==> src/rtl/play_ctrl_if.sv <==
// Playback controller bundle: raw buttons in, tone-driver controls and beat position out.
// Latency: none, wires only.
// Backpressure: none; buttons are free-running levels and all outputs are registered status.
interface play_ctrl_if;
   logic       btn_start;
   logic       btn_pause;
   logic       on_off;
   logic       pau_flag;
   logic       beat_tick;
   logic [7:0] beat_idx;
   logic       song_done;
   logic [1:0] state;

   modport master (
      input  btn_start, btn_pause,
      output on_off, pau_flag, beat_tick, beat_idx, song_done, state
   );

   modport slave (
      output btn_start, btn_pause,
      input  on_off, pau_flag, beat_tick, beat_idx, song_done, state
   );
endinterface

==> src/rtl/play_ctrl.sv <==
// Playback controller: debounced start/stop and pause/resume buttons drive a 4-state song FSM with beat divider.
// Latency: raw press to state change is DEBOUNCE_CYC+4 edges; all outputs registered.
// Backpressure: none; a press is a one-cycle pulse that is acted on immediately, held buttons give one pulse.
module play_ctrl #(
   parameter int unsigned DEBOUNCE_CYC = 500000,
   parameter int unsigned BEAT_DIV     = 10000000,
   parameter int unsigned SONG_LEN     = 140,
   parameter int unsigned REPEAT       = 0
) (
   input logic          CLK_50M,
   input logic          rst,
   play_ctrl_if.master  bus
);

   localparam int unsigned CNT_W = $clog2(DEBOUNCE_CYC + 1);
   localparam int unsigned DIV_W = $clog2(BEAT_DIV);
   localparam logic [CNT_W-1:0] CNT_LAST = CNT_W'(DEBOUNCE_CYC - 1);
   localparam logic [DIV_W-1:0] DIV_LAST = DIV_W'(BEAT_DIV - 1);
   localparam logic [7:0]       IDX_LAST = 8'(SONG_LEN - 1);

   typedef enum logic [1:0] {
      S_IDLE  = 2'b00,
      S_PLAY  = 2'b01,
      S_PAUSE = 2'b10,
      S_DONE  = 2'b11
   } state_t;

   // bit 0 = start/stop button, bit 1 = pause/resume button
   logic [1:0]       raw;
   logic [1:0]       sync1;
   logic [1:0]       sync2;
   logic [1:0]       db_lvl;
   logic [1:0]       db_dly;
   logic [1:0]       press;
   logic [CNT_W-1:0] db_cnt [2];
   logic             start_p;
   logic             pause_p;

   state_t           state_q, state_nx;
   logic [DIV_W-1:0] div_q, div_nx;
   logic [7:0]       idx_q, idx_nx;
   logic             tick_q, tick_nx;
   logic             done_q, done_nx;
   logic             on_q;
   logic             pau_q;
   logic             wrap;

   assign raw     = {bus.btn_pause, bus.btn_start};
   assign start_p = press[0];
   assign pause_p = press[1];
   assign wrap    = (div_q == DIV_LAST);

   // Synchronise each button, accept a new level after DEBOUNCE_CYC differing cycles, pulse on its rising edge
   always_ff @(posedge CLK_50M) begin
      if (rst) begin
         sync1     <= '0;
         sync2     <= '0;
         db_lvl    <= '0;
         db_dly    <= '0;
         press     <= '0;
         db_cnt[0] <= '0;
         db_cnt[1] <= '0;
      end else begin
         sync1  <= raw;
         sync2  <= sync1;
         db_dly <= db_lvl;
         press  <= db_lvl & ~db_dly;
         for (int i = 0; i < 2; i++) begin
            if (sync2[i] == db_lvl[i]) begin
               db_cnt[i] <= '0;
            end else if (db_cnt[i] == CNT_LAST) begin
               db_cnt[i] <= '0;
               db_lvl[i] <= sync2[i];
            end else begin
               db_cnt[i] <= db_cnt[i] + 1'b1;
            end
         end
      end
   end

   // Next state, beat divider and beat index; start beats pause, start beats a beat wrap
   always_comb begin
      state_nx = state_q;
      div_nx   = div_q;
      idx_nx   = idx_q;
      tick_nx  = 1'b0;
      done_nx  = 1'b0;
      case (state_q)
         S_IDLE: begin
            div_nx = '0;
            idx_nx = '0;
            if (start_p) begin
               state_nx = S_PLAY;
               tick_nx  = 1'b1;
            end
         end
         S_PLAY: begin
            if (start_p) begin
               state_nx = S_IDLE;
               div_nx   = '0;
               idx_nx   = '0;
            end else begin
               if (wrap) begin
                  div_nx = '0;
                  if (idx_q < IDX_LAST) begin
                     idx_nx  = idx_q + 8'd1;
                     tick_nx = 1'b1;
                  end else if (REPEAT != 0) begin
                     idx_nx  = '0;
                     tick_nx = 1'b1;
                  end else begin
                     state_nx = S_DONE;
                     done_nx  = 1'b1;
                  end
               end else begin
                  div_nx = div_q + 1'b1;
               end
               // a pause landing on the final wrap loses to end of song
               if (pause_p && (state_nx != S_DONE)) state_nx = S_PAUSE;
            end
         end
         S_PAUSE: begin
            if (start_p) begin
               state_nx = S_IDLE;
               div_nx   = '0;
               idx_nx   = '0;
            end else if (pause_p) begin
               state_nx = S_PLAY;
            end
         end
         default: begin
            div_nx = '0;
            if (start_p) begin
               state_nx = S_PLAY;
               idx_nx   = '0;
               tick_nx  = 1'b1;
            end
         end
      endcase
   end

   // State and output registers; on_off/pau_flag follow the next state so they move with it
   always_ff @(posedge CLK_50M) begin
      if (rst) begin
         state_q <= S_IDLE;
         div_q   <= '0;
         idx_q   <= '0;
         tick_q  <= 1'b0;
         done_q  <= 1'b0;
         on_q    <= 1'b0;
         pau_q   <= 1'b0;
      end else begin
         state_q <= state_nx;
         div_q   <= div_nx;
         idx_q   <= idx_nx;
         tick_q  <= tick_nx;
         done_q  <= done_nx;
         on_q    <= (state_nx == S_PLAY) || (state_nx == S_PAUSE);
         pau_q   <= (state_nx == S_PAUSE);
      end
   end

   assign bus.state     = state_q;
   assign bus.on_off    = on_q;
   assign bus.pau_flag  = pau_q;
   assign bus.beat_tick = tick_q;
   assign bus.song_done = done_q;
   assign bus.beat_idx  = idx_q;

endmodule
==> src/flat_wrapper.sv <==
// flat-port wrapper written by rule: the top's interface ports become plain ports
module play_ctrl_flat 
#(
   parameter int unsigned DEBOUNCE_CYC = 500000,
   parameter int unsigned BEAT_DIV     = 10000000,
   parameter int unsigned SONG_LEN     = 140,
   parameter int unsigned REPEAT       = 0
)
  (CLK_50M, rst, bus_btn_start, bus_btn_pause, bus_on_off, bus_pau_flag, bus_beat_tick, bus_beat_idx, bus_song_done, bus_state);
  play_ctrl_if bus_i ();
  input logic CLK_50M;
  input logic rst;
  input wire logic [$bits(bus_i.btn_start)-1:0] bus_btn_start;
  input wire logic [$bits(bus_i.btn_pause)-1:0] bus_btn_pause;
  output wire logic [$bits(bus_i.on_off)-1:0] bus_on_off;
  output wire logic [$bits(bus_i.pau_flag)-1:0] bus_pau_flag;
  output wire logic [$bits(bus_i.beat_tick)-1:0] bus_beat_tick;
  output wire logic [$bits(bus_i.beat_idx)-1:0] bus_beat_idx;
  output wire logic [$bits(bus_i.song_done)-1:0] bus_song_done;
  output wire logic [$bits(bus_i.state)-1:0] bus_state;
  assign bus_i.btn_start = bus_btn_start;
  assign bus_i.btn_pause = bus_btn_pause;
  assign bus_on_off = bus_i.on_off;
  assign bus_pau_flag = bus_i.pau_flag;
  assign bus_beat_tick = bus_i.beat_tick;
  assign bus_beat_idx = bus_i.beat_idx;
  assign bus_song_done = bus_i.song_done;
  assign bus_state = bus_i.state;
  play_ctrl #(.DEBOUNCE_CYC(DEBOUNCE_CYC), .BEAT_DIV(BEAT_DIV), .SONG_LEN(SONG_LEN), .REPEAT(REPEAT)) u_core (.CLK_50M(CLK_50M), .rst(rst), .bus(bus_i));
endmodule
==> config.mk <==
export PLATFORM = sky130hd
export DESIGN_NAME = play_ctrl_flat
export DESIGN_NICKNAME = d
export VERILOG_FILES = /design/src/rtl/play_ctrl_if.sv /design/src/rtl/play_ctrl.sv /design/src/flat_wrapper.sv
export SDC_FILE = /design/constraint.sdc
export NUM_CORES = 1
export LEC_CHECK = 0
export BUFFER_PORTS_ARGS = -buffer_cell sky130_fd_sc_hd__buf_4
export CAP_MARGIN = 20
export CORE_UTILIZATION = 50
export CTS_CLUSTER_SIZE = 16
export DETAILED_ROUTE_END_ITERATION = 8
export HOLD_SLACK_MARGIN = 0.05
export PLACE_DENSITY = 0.7
export SLEW_MARGIN = 5
export SYNTH_ARGS = -nofsm -noshare
export SYNTH_HDL_FRONTEND = slang
export SYNTH_SLANG_ARGS = --single-unit
==> constraint.sdc <==
create_clock -name CLK_50M -period 3.4 [get_ports CLK_50M]
set_input_delay 0.17 -clock CLK_50M [delete_from_list [all_inputs] [get_ports CLK_50M]]
set_output_delay 0.17 -clock CLK_50M [all_outputs]
set_load 0.01 [all_outputs]
==> results.tsv, run 1 <==
stage	metric	value	unit
outcome	status	finished clean	
sta	relSlewSlack	43.9	%
floorplanning	std_cell_rows	33	
routing	drcViolationCount	0	
power	p_per_area	385	nW/um^2
sta	setup-tns-final	0	ns
synthesis	syn_avg_cell_area	9.34	um^2
clock_network	cts_root_buffer	clkbuf_8	
sta	rsz0062_at_grt	false	
clock_network	cts_tree	yes	
finish	drive_gt1_share	7.43	%
clock_network	clock-sinks	86	
sta	drv_slew	0	
floorplanning	num_io_pins	18	
floorplanning	die_y	95.1	um
clock_network	htree_num_levels	3	
placed_design	dpl_cell_area	4690	um^2
clock_network	cts_buffer_depth	2	
sta	worst_clock_skew	0.0206	ns
synthesis	synthCells	464	
global_routing	overflow	0	
job	maxCapViolCount	0	
synthesis	synth_cell_types	54	
finish	design_area	4900	um^2
critical_path	worstSetupPathType	flip-flop to flip-flop	
routing	antenna_left	0	
sta	setup_viol	0	
routing	vias_per_cell	5.30	
critical_path	cp_max_fo	6	
synthesis	synth_flop_cell	dfxtp_1	
routing	drt_pass1_iterations	6	
routing	drt_iter0_drc	105	
placed_design	hpwl	6130	um
sta	fin_crit_sh	73.2	%
floorplanning	core-area	8300	um^2
synthesis	synth_edf_count	38	
power	leakagePower	0.00172	uW
clock_network	ctsResizeCount	0	
floorplanning	dieArea	9040	um^2
sta	tightest_slew	0.838	ns
worst_hold_path	hp-class	primary input to flip-flop	
synthesis	seq_area_frac_synth	48.5	%
finish	nets	532	
finish	area_growth_syn_to_layout	13.1	%
floorplanning	die_x	95.1	um
clock_network	cts_made_buffers	9	
sta	finalCriticalPeriod	2.49	ns
clock_network	insertion_delay	0.36	ns
global_routing	track_usage	20.5	%
critical_path	cp.arrival	2.78	ns
power	total_power	1890	uW
synthesis	synth_seq_cells	86	
critical_path	start_kind	flip-flop	
power	irDropWorstVdd	0.190	mV
global_routing	grt_pass1_wl	14300	um
routing	wirelength	8570	um
synthesis	syn_area	4330	um^2
synthesis	synthArstFlopShare	0	%
sta	final-hold-violation-count	0	
routing	routedWlPerCell	13.6	um
finish	n_antenna_cell	0	
floorplanning	initial_core_util	52.2	%
placed_design	numPortBuffers	17	
global_routing	antenna_found_initial	0	
clock_network	cts.clk_slew.worst_paths	0.09	ns
critical_path	crit_required	3.69	ns
global_routing	grt_max_degree	23	
critical_path	endpoint_kind	flip-flop	
synthesis	ys_warn_count	0	
routing	via_count	3341	
sta	fmax	402	MHz
global_routing	grt_pass1_vias	3165	
placed_design	gp_congestion	0.842	
==> what timing repair did <==
action / 4_1_cts / 5_1_grt
setup buffers: 0 / 0
setup endpoints to repair: 0 / 0
endpoints found under the hold margin: 2 / 0
hold buffers: 2 / 0
==> placed cells by master, fill, tap and decap left out, types with 5 or more instances in the layout <==
master,n
or3_1,7
nand4_1,16
clkbuf_8,10
a21oi_1,15
and4_1,6
nand2b_1,5
nor2b_1,13
nand3_1,32
xor2_1,31
conb_1,38
nand2_1,36
ha_1,8
dfxtp_1,48
inv_1,12
edfxtp_1,38
and2_1,5
and3_1,12
nor3_1,7
nor4_1,6
nor4b_1,6
nor2_1,77
o21ai_0,14
xnor2_1,18
buf_4,19
==> layout make-up <==
class	instances	area [um^2]
clock buffers	12	145
multi-input cells	389	2260
repair buffers	21	163
inverters	13	48.8
flip-flops and latches	86	2100
fillers	709	3400
clock inverters	4	46.3
well taps	105	131
==> metrics by stage <==
| stage | hold slack, ns | util (%) | setup WS, ns | cells |
|---|---|---|---|---|
| CTS | 0.140 | 59.1 | 0.909 | 630 |
| global placement | 0.371 | 56.5 | 1.01 | 612 |
| finish | 0.149 | 59.1 | 0.912 | 630 |
| floorplan | 0.298 | - | 1.08 | 501 |
| global route | 0.145 | 59.1 | 0.754 | 630 |
| detailed placement | 0.372 | 56.5 | 0.943 | 612 |
==> worst max-delay path, stage by stage (launching register included) <==
cell and delay (ns):
dfxtp_1 0.38, ha_1 0.27, o21a_1 0.18, o41ai_1 0.38
and3b_1 0.26, or3_1 0.33, a31o_2 0.26, ha_1 0.27
nor2_1 0.10
==> cell families after synthesis <==
family / synth area share (%)
buffers and inverters: 2.45
AND/OR/NAND/NOR: 29.3
XOR/XNOR: 9.90
adder cells (fa/ha/maj): 2.31
AO/OA/AOI/OAI: 7.02
flip-flops: 48.5
multiplexers: 0.462
other: 0.0865
==> synth_stat cells, types with 2 or more instances <==
cell	number	area, um^2
nor2_1	77	289
dfxtp_1	48	961
edfxtp_1	38	1140
nand2_1	36	135
nand3_1	32	160
xor2_1	31	272
xnor2_1	18	158
nand4_1	16	100
a21oi_1	15	75.1
o21ai_0	14	70.1
nor2b_1	13	81.3
and3_1	12	75.1
inv_1	12	45.0
clkbuf_1	11	41.3
ha_1	8	100
nor3_1	7	35.0
or3_1	7	43.8
and4_1	6	52.6
nor4_1	6	37.5
nor4b_1	6	52.6
and2_1	5	31.3
nand2b_1	5	31.3
o22ai_1	3	18.8
or4_1	3	22.5
a211oi_1	2	15.0
mux2i_1	2	20.0
nor4bb_1	2	20.0
o211ai_1	2	15.0
or2_2	2	12.5
==> flip-flops by register name, summed over array words and instances, names as in the netlist <==
name	cells
u_core.press	2
u_core.bus.beat_tick	1
u_core.bus.state	2
u_core.div_q	24
u_core.sync1	2
u_core.bus.beat_idx	8
u_core.bus.song_done	1
u_core.db_dly	2
u_core.db_lvl	2
u_core.sync2	2
u_core.bus.on_off	1
u_core.bus.pau_flag	1
u_core.db_cnt	38
==> routing by layer <==
metal  GRT usage [%]  part of all wire (%)  vias to the layer above
met3            3.91                   2.9                       13
met2            34.6                    48                       43
met4            10.2                   1.8                        0
li1                -                     -                     1724
met5               0                     0                        -
met1            24.8                    47                     1561
==> final timing paths <==
path / from / to / slack (ns) / cells past startpoint
setup / recovery: u_core.bus.beat_idx[0] / u_core.bus.on_off / 0.91 / 8
hold reg to reg: u_core.db_dly[1] / u_core.press[1] / 0.38 / 1
setup reg to reg: u_core.bus.beat_idx[0] / u_core.bus.on_off / 0.91 / 8
hold / removal: rst / u_core.bus.beat_tick / 0.15 / 2
==> where the power goes <==
group	leakage, uW	switching, uW	internal (uW)
combinational	0.000846	29.8	20.9
sequential	0.000779	21.2	1100
clock	0.0000961	359	359
Note: power is estimated with default switching activity, not from simulation.
==> inputs of run 2 (changes only) <==
Clock period 3.4 ns to 2.5 ns, I/O delays scaled along.
==> run 2 against run 1 <==
Compared with the run above:
- highest routed layer unchanged
- critical path type unchanged
- count of clock-buffer cells in the layout shrank 2
- first-iteration DRC count up 5.7%
- clock skew decreased by 0.0099 ns
- fmax up 7.9%
- register-to-register slack worse by 0.72 ns
- critical endpoint unchanged
- die area unchanged
- total power grew 28%
==> results.tsv, run 2 (synthesis gave the netlist of run 1 again) <==
stage	metric	value	unit	change
finish	final_cell_mix	77 x nor2_1, 48 x dfxtp_1, 38 x edfxtp_1, 38 x conb_1, 36 x nand2_1		
floorplanning	dieArea	9040	um^2	unchanged
critical_path	cp.arrival	2.59	ns	-0.19 ns
routing	routed.top_layer	met4		
global_routing	grt_pass1_wl	14100	um	-1.1%
sta	drv_slew	0		unchanged
global_routing	overflow	0		unchanged
routing	drt_pass1_iterations	4		-2
finish	nets	541		+1.7%
critical_path	cp.depth	8		unchanged
clock_network	clock-sinks	86		unchanged
job	maxCapViolCount	0		unchanged
critical_path	slowest_delay	0.36	ns	-0.02 ns
global_routing	grt_max_degree	23		unchanged
sta	tightest_slew	0.786	ns	-0.0528 ns
routing	routedWlPerCell	13.3	um	-2.2%
sta	setup-tns-final	0	ns	unchanged
sta	rsz0062_at_grt	false		
critical_path	worstSetupPathType	flip-flop to flip-flop		
clock_network	cts_tree	yes		
routing	antenna_left	0		unchanged
finish	drive_gt1_share	9.19	%	+1.8 points
critical_path	r2r_slack	0.19	ns	-0.72 ns
floorplanning	std_cell_rows	33		unchanged
power	irDropWorstVdd	0.250	mV	+32%
finish	largest_reg_flops	38		unchanged
critical_path	crit_family	simple AND/OR/NAND/NOR gates		
critical_path	start_kind	flip-flop		
sta	relSlewSlack	47.4	%	+3.5 points
routing	wl_met2	4220	um	+1.6%
placed_design	numPortBuffers	17		unchanged
critical_path	endpoint_kind	flip-flop		
power	total_power	2420	uW	+28%
placed_design	gp_congestion	0.817		-2.9%
clock_network	cts_buffer_depth	2		unchanged
finish	area_growth_syn_to_layout	14.0	%	
clock_network	cts_root_buffer	clkbuf_8		
floorplanning	num_io_pins	18		unchanged
critical_path	crit_chain	ha_1 -> and3_1 -> and4b_1 -> and3b_1 -> or3_1 -> a31o_2 -> ha_1 -> nor2_1		
critical_path	crit_buf_inv	0		unchanged
finish	final_common_cell	nor2_1		
critical_path	cp_max_fo	6		unchanged
global_routing	grt_pass1_vias	3095		-2.2%
routing	route.layer.met1.wl	3930	um	-2.0%
critical_path	reg2reg_from	u_core.div_q[0]		
sta	worst_clock_skew	0.0107	ns	-0.00992 ns
critical_path	reg2reg_depth	8		unchanged
critical_path	cp-startpoint	u_core.div_q[0]		
sta	setup_viol	0		unchanged
power	p_per_area	491	nW/um^2	+27%
global_routing	antenna_found_initial	0		unchanged
clock_network	htree_num_levels	3		unchanged
outcome	status	finished clean		
routing	wirelength	8480	um	-1.0%
sta	final-hold-violation-count	0		unchanged
routing	routed-wl-met3	270	um	+10%
sta	fin_crit_sh	92.2	%	+19 points
floorplanning	die_x	95.1	um	unchanged
critical_path	crit_required	2.78	ns	-0.91 ns
sta	finalCriticalPeriod	2.31	ns	-0.182 ns
floorplanning	core-area	8300	um^2	unchanged
floorplanning	initial_core_util	52.2	%	unchanged
clock_network	cts.clk_slew.worst_paths	0.08	ns	about the same
power	leakagePower	0.00176	uW	+2.1%
routing	via_count	3390		+1.5%
placed_design	placed_cells	621		+1.5%
finish	nFillCells	726		+2.4%
critical_path	crit_top_cell	ha_1		
global_routing	track_usage	19.9	%	-0.58 points
sta	holdWs	0.120	ns	-0.0291 ns
finish	layoutNonFillerInstCount	638		+1.3%
worst_hold_path	hp-class	primary input to flip-flop		
routing	drcViolationCount	0		unchanged
clock_network	insertion_delay	0.35	ns	about the same
routing	drt_iter0_drc	111		+5.7%
critical_path	crit_path_top_delay_cell	dfxtp_1		
finish	fin_util	59.5	%	+0.47 points
routing	vias_per_cell	5.31		+0.19%
clock_network	cts_made_buffers	9		unchanged
placed_design	hpwl	5970	um	-2.5%
floorplanning	die_y	95.1	um	unchanged
critical_path	endpoint	u_core.bus.on_off		
finish	top_register	u_core.db_cnt		
finish	n_antenna_cell	0		unchanged
sta	fmax	434	MHz	+7.9%
critical_path	r2r_end	u_core.bus.on_off		
## run 2: worst reg2reg max path, delay by kind of cell, from the launching register on
family / cells / cell delay (ns)
simple gates: 5 / 1.10
fa+ha+maj: 2 / 0.53
flops: 1 / 0.36
compound gates: 1 / 0.26
## run 2: where the power goes
part / switching [uW] / internal [uW] / total, uW
combinational: 40.0 / 29.5 / 69.5
clock: 485 / 348 / 833
sequential: 28.3 / 1490 / 1520
## run 2: area by class of cell
class	count	area (um^2)	share of cell area (%)
well taps	105	131	2.66
clock inverters	5	27.5	0.557
repair buffers	30	230	4.66
flip-flops and latches	86	2100	42.6
clock buffers	10	128	2.58
inverters	13	48.8	0.988
multi-input cells	389	2270	46.0
## run 2: worst min-delay path by stage
stage	from	to	slack, ns	depth (start not counted)
finish	rst	u_core.bus.on_off	0.12	2
global route	rst	u_core.bus.pau_flag	0.12	2
CTS	rst	u_core.bus.on_off	0.10	2
detailed placement	bus_btn_pause	u_core.sync1[1]	0.35	2
global placement	bus_btn_pause	u_core.sync1[1]	0.34	2
floorplan	bus_btn_start	u_core.sync1[0]	0.25	1
## run 2: layer usage
metal,global-route usage [%],vias to the layer above
met1,25.1,1601
met5,0,-
met2,34.1,45
li1,-,1736
met4,5.68,0
met3,4.15,8
## run 2: repair_timing
| action | 4_1_cts | 5_1_grt |
|---|---|---|
| endpoints found under the hold margin | 2 | 0 |
| resized for setup | 0 | 1 |
| setup endpoints to repair | 0 | 2 |
| buffers inserted | 0 | 0 |
| hold buffers | 2 | 0 |
## run 2: through the flow
step,setup slack [ns],cell area (um^2)
after floorplan,0.179,4470
after global placement,0.162,4760
after detailed placement,0.112,4760
after CTS,0.0793,4930
after global routing,0.0466,4940
final,0.194,4940
==> inputs of run 3 (changes only) <==
Settings changed: REMOVE_ABC_BUFFERS set to 1.
==> run 3 against run 2 <==
Compared with the run above:
- flip-flop and latch count stayed put
- clock skew is 0.0053 ns higher
- sequential power hardly changed
- cell count unchanged
- non-clock buffer count down 1
- count of clock-buffer cells in the layout did not move
- worst hold slack worse by 0.035 ns
- wire length is 3.0% lower
- sequential share of layout area is 0.50 points lower
- clock power up 31%
- via count shrank 0.41%
- critical endpoint unchanged
==> results.tsv, run 3 (synthesis gave the netlist of run 1 again) <==
stage	metric	value	unit	change
critical_path	worstSetupPathType	flip-flop to flip-flop		
sta	fmax	429	MHz	-1.0%
finish	largest_reg_flops	38		unchanged
sta	finalCriticalPeriod	2.33	ns	+0.0234 ns
global_routing	track_usage	19.8	%	-0.062 points
finish	top_register	u_core.db_cnt		
placed_design	hpwl	5830	um	-2.5%
floorplanning	initial_core_util	52.2	%	unchanged
power	p_sw_share	22.0	%	-0.82 points
power	clkPwrFrac	40.7	%	+6.3 points
clock_network	htree_num_levels	3		unchanged
floorplanning	die_x	95.1	um	unchanged
sta	final-hold-violation-count	0		unchanged
finish	final_cell_mix	77 x nor2_1, 48 x dfxtp_1, 38 x edfxtp_1, 38 x conb_1, 36 x nand2_1		
critical_path	reg2reg_depth	8		unchanged
critical_path	start_kind	flip-flop		
critical_path	cp.arrival	2.63	ns	+0.04 ns
routing	vias_per_cell	5.29		-0.41%
routing	drt_iter0_drc	153		+38%
sta	tightest_slew	0.807	ns	+0.0216 ns
sta	setup_viol	0		unchanged
routing	antenna_left	0		unchanged
floorplanning	dieArea	9040	um^2	unchanged
floorplanning	die_y	95.1	um	unchanged
global_routing	grt_pass1_vias	3086		-0.29%
floorplanning	core-area	8300	um^2	unchanged
finish	nets	540		-0.18%
global_routing	grt_pass1_wl	14000	um	-0.83%
finish	n_antenna_cell	0		unchanged
sta	drv_slew	0		unchanged
clock_network	cts_root_buffer	clkbuf_8		
sta	fin_crit_sh	93.2	%	+0.93 points
clock_network	clock-sinks	86		unchanged
power	irDropWorstVdd	0.283	mV	+13%
power	p_per_area	538	nW/um^2	+9.5%
critical_path	reg2reg_from	u_core.bus.beat_idx[1]		
clock_network	insertion_delay	0.37	ns	+0.02 ns
global_routing	grt_max_degree	23		unchanged
power	seq_power_share	56.7	%	-6.1 points
critical_path	crit_required	2.80	ns	+0.02 ns
routing	wirelength	8230	um	-3.0%
critical_path	cp_max_fo	6		unchanged
global_routing	overflow	0		unchanged
job	maxCapViolCount	0		unchanged
power	p_sw	591	uW	+6.8%
sta	rsz0062_at_grt	false		
floorplanning	num_io_pins	18		unchanged
global_routing	antenna_found_initial	0		unchanged
routing	routedWlPerCell	12.9	um	-3.0%
placed_design	numPortBuffers	17		unchanged
finish	final_common_cell	nor2_1		
critical_path	cp-startpoint	u_core.bus.beat_idx[1]		
power	combPwrFrac	2.6	%	-0.3 points
clock_network	cts_made_buffers	9		unchanged
sta	relSlewSlack	46.0	%	-1.4 points
critical_path	r2r_slack	0.17	ns	-0.02 ns
clock_network	cts.clk_slew.worst_paths	0.09	ns	about the same
finish	drive_gt1_share	9.57	%	+0.38 points
critical_path	endpoint_kind	flip-flop		
finish	area_growth_syn_to_layout	15.3	%	
sta	worst_clock_skew	0.0160	ns	+0.00530 ns
power	total_power	2690	uW	+11%
clock_network	cts_tree	yes		
clock_network	postCtsSetupBuffers	0		unchanged
routing	drcViolationCount	0		unchanged
power	leakagePower	0.00178	uW	+1.6%
worst_hold_path	hp-class	primary input to flip-flop		
routing	drt_pass1_iterations	4		unchanged
placed_design	gp_congestion	0.867		+6.1%
clock_network	cts_buffer_depth	2		unchanged
sta	setup-tns-final	0	ns	unchanged
worst_hold_path	hold_depth	2		unchanged
critical_path	endpoint	u_core.bus.on_off		
outcome	status	finished clean		
critical_path	r2r_end	u_core.bus.on_off		
routing	via_count	3376		-0.41%
floorplanning	std_cell_rows	33		unchanged
power	internal_power	2100	uW	+12%
-- run 3: cell types whose count changed in the layout (fill, tap and decap cells not counted) --
cell / delta
clkinv_1: -2
clkinv_2: -1
clkinvlp_4: -1
clkinv_4: +1
bufinv_16: +2
inv_6: +2
buf_4: -1
-- run 3: layout make-up --
class | instances | area (um^2)
multi-input combinational | 389 | 2270
inverter | 13 | 48.8
tap | 105 | 131
clock inverter | 6 | 93.8
timing repair buffer | 29 | 223
sequential | 86 | 2100
clock buffer | 10 | 128
fill | 724 | 3300
-- run 3: timing repair --
action                                 CTS  global route
gates resized for setup                  0             1
endpoints found under the hold margin    2             0
setup endpoints to repair                0             1
hold buffers                             2             0
-- run 3: power groups by stage --
stage	Combinational, uW	Sequential [uW]	Clock (uW)
floorplan	48.0	1550	0
global placement	64.0	1550	0
detailed placement	65.1	1560	0
CTS	68.2	1520	1120
global route	80.0	1530	1180
finish	69.6	1520	1090
-- run 3: critical path, stage by stage, from the launching register on --
cell and delay, ns:
dfxtp_1 0.37, ha_1 0.24, o21a_1 0.20, o41ai_2 0.27
and3b_1 0.24, or3_1 0.34, a31o_2 0.26, ha_1 0.27
nor2_1 0.09
-- run 3: per-layer routing --
| metal | global-route usage (%) | vias up | part of all wire (%) |
|---|---|---|---|
| met3 | 3.83 | 10 | 3.2 |
| met5 | 0 | - | 0 |
| met4 | 7.58 | 0 | 1.6 |
| li1 | - | 1747 | - |
| met1 | 26.2 | 1565 | 47 |
| met2 | 32.0 | 54 | 48 |
-- run 3: stage by stage --
step	hold WS, ns	instances	setup slack [ns]	utilization (%)	cell area (um^2)
2_1_floorplan	0.192	488	0.194	-	4420
3_3_place_gp	0.337	620	0.207	57.2	4750
3_5_place_dp	0.347	620	0.142	57.2	4750
4_1_cts	0.0804	638	0.119	60.1	4990
5_1_grt	0.0860	638	0.00184	60.2	5000
6_report	0.0851	638	0.170	60.2	5000
-- run 3: worst min path at each step --
stage / start / endpoint / slack, ns
4_1_cts: rst / u_core.bus.on_off / 0.08
6_report: rst / u_core.bus.on_off / 0.09
2_1_floorplan: rst / u_core.bus.on_off / 0.19
3_3_place_gp: bus_btn_start / u_core.sync1[0] / 0.34
3_5_place_dp: bus_btn_pause / u_core.sync1[1] / 0.35
5_1_grt: rst / u_core.db_lvl[0] / 0.09
